$ cat src/rtl/time_display_scan.sv
// time_display_scan
//   Snapshots a binary hh:mm:ss.ms time once per display frame, converts each
//   field to two BCD digits with a subtract-10 FSM, and scans the six digits
//   (HH MM SS) onto a multiplexed 7-segment display with a blinking separator.
//
// Ports
//   clk_i        system clock
//   reset_i      synchronous active-high reset
//   hour_i       binary hours   (5 bits)
//   min_i        binary minutes (6 bits)
//   sec_i        binary seconds (6 bits)
//   ms_i         binary milliseconds (10 bits)
//   seg_o        segments a..g on bits 0..6 of the enabled digit
//   dp_o         decimal point of the enabled digit
//   an_o         one-hot digit enable, an_o[i] enables digit i
//   conv_done_o  one-cycle pulse in the cycle the committed digits are loaded
module time_display_scan #(
   parameter int REFRESH_DIV = 100000,
   parameter bit ACTIVE_LOW  = 1'b1,
   parameter bit BLANK_LZ    = 1'b0
) (
   input  logic       clk_i,
   input  logic       reset_i,
   input  logic [4:0] hour_i,
   input  logic [5:0] min_i,
   input  logic [5:0] sec_i,
   input  logic [9:0] ms_i,
   output logic [6:0] seg_o,
   output logic       dp_o,
   output logic [5:0] an_o,
   output logic       conv_done_o
);

   localparam int CW = $clog2(REFRESH_DIV);
   localparam logic [6:0] SEG_OFF = ACTIVE_LOW ? 7'h7F : 7'h00;
   localparam logic [5:0] AN_OFF  = ACTIVE_LOW ? 6'h3F : 6'h00;

   typedef enum logic [2:0] {
      IDLE   = 3'd0,
      CONV_H = 3'd1,
      CONV_M = 3'd2,
      CONV_S = 3'd3,
      COMMIT = 3'd4
   } state_t;

   // Active-high 7-segment pattern for one BCD digit.
   function automatic logic [6:0] seg7(input logic [3:0] v);
      logic [6:0] s;
      case (v)
         4'd0:    s = 7'h3F;
         4'd1:    s = 7'h06;
         4'd2:    s = 7'h5B;
         4'd3:    s = 7'h4F;
         4'd4:    s = 7'h66;
         4'd5:    s = 7'h6D;
         4'd6:    s = 7'h7D;
         4'd7:    s = 7'h07;
         4'd8:    s = 7'h7F;
         4'd9:    s = 7'h6F;
         default: s = 7'h00;
      endcase
      return s;
   endfunction

   state_t        state_q, state_d;
   logic [CW-1:0] cnt_q, cnt_d;
   logic [2:0]    d_q, d_d;
   logic          first_q, first_d;
   logic [5:0]    min_snap_q, min_snap_d;
   logic [5:0]    sec_snap_q, sec_snap_d;
   logic          blink_snap_q, blink_snap_d;
   logic [5:0]    work_q, work_d;
   logic [2:0]    tens_q, tens_d;
   logic [3:0]    wd_q [6];
   logic [3:0]    wd_d [6];
   logic [3:0]    cd_q [6];
   logic [3:0]    cd_d [6];
   logic          blink_q, blink_d;
   logic [6:0]    seg_q, seg_d;
   logic          dp_q, dp_d;
   logic [5:0]    an_q, an_d;
   logic          done_q, done_d;

   logic          tc_s;
   logic          req_s;
   logic          step_last_s;
   logic [3:0]    digit_s;
   logic          blank_s;
   logic [6:0]    seg_raw_s;
   logic          dp_raw_s;
   logic [5:0]    an_raw_s;

   // Refresh counter, digit index, snapshot request and conversion FSM next state.
   always_comb begin
      cnt_d        = cnt_q;
      d_d          = d_q;
      first_d      = 1'b0;
      state_d      = state_q;
      min_snap_d   = min_snap_q;
      sec_snap_d   = sec_snap_q;
      blink_snap_d = blink_snap_q;
      work_d       = work_q;
      tens_d       = tens_q;
      wd_d         = wd_q;
      cd_d         = cd_q;
      blink_d      = blink_q;

      tc_s = (cnt_q == CW'(REFRESH_DIV - 1));
      if (tc_s) begin
         cnt_d = {CW{1'b0}};
         d_d   = (d_q == 3'd5) ? 3'd0 : d_q + 3'd1;
      end else begin
         cnt_d = cnt_q + CW'(1);
      end

      // A frame begins right after reset and whenever the scan wraps 5 -> 0.
      req_s       = first_q | (tc_s & (d_q == 3'd5));
      step_last_s = (work_q < 6'd10);

      case (state_q)
         IDLE: begin
            if (req_s) begin
               work_d       = {1'b0, hour_i};
               tens_d       = 3'd0;
               min_snap_d   = min_i;
               sec_snap_d   = sec_i;
               blink_snap_d = (ms_i < 10'd500);
               state_d      = CONV_H;
            end else begin
               state_d = IDLE;
            end
         end
         CONV_H: begin
            if (step_last_s) begin
               wd_d[5] = {1'b0, tens_q};
               wd_d[4] = work_q[3:0];
               work_d  = min_snap_q;
               tens_d  = 3'd0;
               state_d = CONV_M;
            end else begin
               work_d = work_q - 6'd10;
               tens_d = tens_q + 3'd1;
            end
         end
         CONV_M: begin
            if (step_last_s) begin
               wd_d[3] = {1'b0, tens_q};
               wd_d[2] = work_q[3:0];
               work_d  = sec_snap_q;
               tens_d  = 3'd0;
               state_d = CONV_S;
            end else begin
               work_d = work_q - 6'd10;
               tens_d = tens_q + 3'd1;
            end
         end
         CONV_S: begin
            if (step_last_s) begin
               wd_d[1] = {1'b0, tens_q};
               wd_d[0] = work_q[3:0];
               tens_d  = 3'd0;
               state_d = COMMIT;
            end else begin
               work_d = work_q - 6'd10;
               tens_d = tens_q + 3'd1;
            end
         end
         COMMIT: begin
            // All six digits and the blink flag move together so a frame is never mixed.
            cd_d    = wd_q;
            blink_d = blink_snap_q;
            state_d = IDLE;
         end
         default: begin
            state_d = IDLE;
         end
      endcase

      done_d = (state_d == COMMIT);
   end

   // Output stage next values from the current digit index and committed digits.
   always_comb begin
      case (d_q)
         3'd0:    digit_s = cd_q[0];
         3'd1:    digit_s = cd_q[1];
         3'd2:    digit_s = cd_q[2];
         3'd3:    digit_s = cd_q[3];
         3'd4:    digit_s = cd_q[4];
         3'd5:    digit_s = cd_q[5];
         default: digit_s = 4'd0;
      endcase
      blank_s   = BLANK_LZ && (d_q == 3'd5) && (cd_q[5] == 4'd0);
      seg_raw_s = blank_s ? 7'h00 : seg7(digit_s);
      dp_raw_s  = blink_q && ((d_q == 3'd2) || (d_q == 3'd4));
      an_raw_s  = 6'b000001 << d_q;
      if (ACTIVE_LOW) begin
         seg_d = ~seg_raw_s;
         dp_d  = ~dp_raw_s;
         an_d  = ~an_raw_s;
      end else begin
         seg_d = seg_raw_s;
         dp_d  = dp_raw_s;
         an_d  = an_raw_s;
      end
   end

   // All state and registered outputs, with synchronous reset.
   always_ff @(posedge clk_i) begin
      if (reset_i) begin
         state_q      <= IDLE;
         cnt_q        <= {CW{1'b0}};
         d_q          <= 3'd0;
         first_q      <= 1'b1;
         min_snap_q   <= 6'd0;
         sec_snap_q   <= 6'd0;
         blink_snap_q <= 1'b0;
         work_q       <= 6'd0;
         tens_q       <= 3'd0;
         for (int i = 0; i < 6; i++) begin
            wd_q[i] <= 4'd0;
            cd_q[i] <= 4'd0;
         end
         blink_q      <= 1'b0;
         seg_q        <= SEG_OFF;
         dp_q         <= ACTIVE_LOW;
         an_q         <= AN_OFF;
         done_q       <= 1'b0;
      end else begin
         state_q      <= state_d;
         cnt_q        <= cnt_d;
         d_q          <= d_d;
         first_q      <= first_d;
         min_snap_q   <= min_snap_d;
         sec_snap_q   <= sec_snap_d;
         blink_snap_q <= blink_snap_d;
         work_q       <= work_d;
         tens_q       <= tens_d;
         wd_q         <= wd_d;
         cd_q         <= cd_d;
         blink_q      <= blink_d;
         seg_q        <= seg_d;
         dp_q         <= dp_d;
         an_q         <= an_d;
         done_q       <= done_d;
      end
   end

   assign seg_o       = seg_q;
   assign dp_o        = dp_q;
   assign an_o        = an_q;
   assign conv_done_o = done_q;

endmodule

$ cat config.mk
export PLATFORM = sky130hd
export DESIGN_NAME = time_display_scan
export DESIGN_NICKNAME = d
export VERILOG_FILES = /design/src/rtl/time_display_scan.sv
export SDC_FILE = /design/constraint.sdc
export NUM_CORES = 1
export LEC_CHECK = 0
export BUFFER_PORTS_ARGS = -buffer_cell sky130_fd_sc_hd__buf_2
export CAP_MARGIN = 25
export CORE_MARGIN = 8
export CORE_UTILIZATION = 59
export DETAILED_ROUTE_END_ITERATION = 8
export MAX_ROUTING_LAYER = met4
export PLACE_DENSITY_LB_ADDON = 0.1
export SYNTH_ARGS = -nofsm -noshare
export SYNTH_HDL_FRONTEND = slang
export SYNTH_SLANG_ARGS = --single-unit
$ cat constraint.sdc
create_clock -name clk_i -period 3.2 [get_ports clk_i]
set_input_delay 0.32 -clock clk_i [delete_from_list [all_inputs] [get_ports clk_i]]
set_output_delay 0.32 -clock clk_i [all_outputs]
set_load 0.02 [all_outputs]
==> flow_summary.ini <==
[worst_setup_path]
worstPathMaxFanout = 16
path_class = flip-flop to flip-flop
critical_path_required_ps = 3440
cp-end-kind = flip-flop
r2r-start = d_q[2]$_SDFFE_PP0P_
worstPathArrival_ps = 2930
start_kind = flip-flop
critPathLaunch = d_q[2]$_SDFFE_PP0P_

[power_and_ir_drop]
power.leakage_uw = 0.00186
cellPowerDensity_nw_per_um2 = 656
power_uw = 3310
ir_drop_mv = 0.475

[floorplanning]
die_h_um = 105
die_w_um = 105
die_area_um2 = 11000
num_rows = 32
core_area_um2 = 7690
design.portCount = 44
start_util_pct = 60.7

[layout]
regArea_um2 = 2080
fin_util_pct = 65.7
final_cell_mix = 112 x nand2_1, 104 x dfxtp_1, 63 x a21oi_1
fin_nets = 605
layout-drive-gt1-share_pct = 16.3
final_common_cell = nand2_1
n_antenna_cell = 0
areaGrowthSynthToFinish_pct = 8.17
fillerInstances = 669
multi_input_area_um2 = 2320

[timing]
rsz0062_at_grt = no
clock-skew-final_ps = 12.0
fin_hold_ws_ps = 170
setup_viol = 0
fin_crit_sh_pct = 83.8
tns_ps = 0
slew_headroom_pct = 34.8
slew_viol_final = 0
tightest_slew_ps = 972
fmax_mhz = 373
period_minus_slack_ps = 2680
hold_violations = 0

[worst_hold_path]
min_from = sec_i[2]
hold_class = primary input to flip-flop

[synthesis]
async_reset_ff_share_pct = 0
synth_area_um2 = 4670
syn_area_per_cell_um2 = 8.52
yosysUniqueCellTypes = 71
yosys_warnings = 0
ys_seq_area_share_pct = 44.6
yosys_register_bits = 104
ys.flop_type = dfxtp_1
synthCells = 548
syn_nets = 586
synth_edf_count = 0

[clock_network]
post_cts_buffers = 0
cts_sinks = 104
clkLatencyLatePin_ps = 370
clk_pin_slew_ps = 100
numCtsBuffers = 9
cts_resized = 0
cts_root_buffer = clkbuf_8
htree_levels = 3
cts.path.max_buffers = 2
cts_hold_buf = 0
cts_tree = built

[detailed_routing]
detail-route-antenna-nets = 0
wl_per_cell_um = 15.5
wl_um = 10500
drtPass1Iterations = 5
route.detailed.drc = 0
drt_iter0_drc = 271
avgViaCountPerCell = 5.74
vias = 3872

[run]
cap_violations = 0

[global_routing]
antenna_found_initial = 0
gr-total-overflow = 0
grt_pass1_vias = 3737
grt_usage_pct = 19.7
grt_max_degree = 73
grt_first_pass_wirelength_um = 17800

[place]
hpwlAfterDp_um = 7190
portBuffers = 41
place_congestion = 0.870

[outcome]
status = complete, no violations
==> stage by stage <==
stage          setup WS (ps)  instances  cell area [um2]
2_1_floorplan            878        548             4670
3_3_place_gp             730        658             4820
3_5_place_dp             573        658             4820
4_1_cts                  550        674             5050
5_1_grt                  375        674             5050
6_report                 518        674             5050
==> cell usage after synthesis, drive strengths merged (9+ instances only) <==
library cell / n / area [um2]
nand2: 112 / 420
dfxtp: 104 / 2080
a21oi: 63 / 315
nor2: 41 / 178
clkbuf: 23 / 116
buf: 15 / 108
o21ai: 15 / 78.8
a31o: 11 / 96.3
inv: 10 / 37.5
nand3: 10 / 50.1
and3: 9 / 56.3
ha: 9 / 113
xor2: 9 / 78.8
==> path summary, 6_finish.rpt <==
kind / endpoint / slack (ps) / depth (start not counted)
worst max-delay path: seg_o[5]$_SDFF_PP1_ / 520 / 9
worst min-delay path: sec_snap_q[2]$_SDFFE_PP0P_ / 170 / 2
worst max register to register: seg_o[5]$_SDFF_PP1_ / 520 / 9
worst min register to register: dp_o$_SDFF_PP1_ / 390 / 1
==> layout make-up <==
| class | count | share of cell area [%] |
|---|---|---|
| clock inverter | 6 | 1.93 |
| inverter | 11 | 0.817 |
| sequential | 104 | 41.2 |
| clock buffer | 10 | 2.72 |
| timing repair buffer | 46 | 4.81 |
| tap | 102 | 2.53 |
| multi-input combinational | 395 | 46.0 |
==> registers in the layout, indices dropped and copies added, names as in the netlist <==
name          count
cd_q             21
wd_q             21
cnt_q            17
seg_o             7
an_o              6
min_snap_q        6
sec_snap_q        6
work_q            6
d_q               3
state_q           3
tens_q            3
blink_q           1
blink_snap_q      1
conv_done_o       1
dp_o              1
first_q           1
==> worst max-delay path, cell delays in order (launching register included) <==
cell and delay [ps]:
dfxtp_1 650, inv_1 140, ha_1 270, and2_1 180, a221o_1 310, nor2_2 280
inv_1 110, ha_1 190, nor4_1 370, a21oi_1 70
==> metal layers <==
metal  vias to the layer above  wire (um)  GRT usage, %
met5                         -          0             -
met4                         0        115          5.40
met3                        10        484          4.79
met2                        91       5110          32.6
met1                      1829       4740          23.3
li1                       1942          -             -
==> power breakdown <==
part	switching [uW]	total (uW)	internal, uW
logic	509	831	321
clock network	465	938	473
registers	146	1540	1400
==> cells by family after synthesis <==
kind of cell / after synthesis / synth area share [%]
flip-flops: 104 / 44.6
AND/OR/NAND/NOR: 231 / 24.5
AO/OA/AOI/OAI: 128 / 17.4
buffers and inverters: 49 / 5.68
adder cells (fa/ha/maj): 9 / 2.41
XOR/XNOR: 16 / 3.00
multiplexers: 11 / 2.44
No activity file was read; power rests on OpenSTA's default activity.
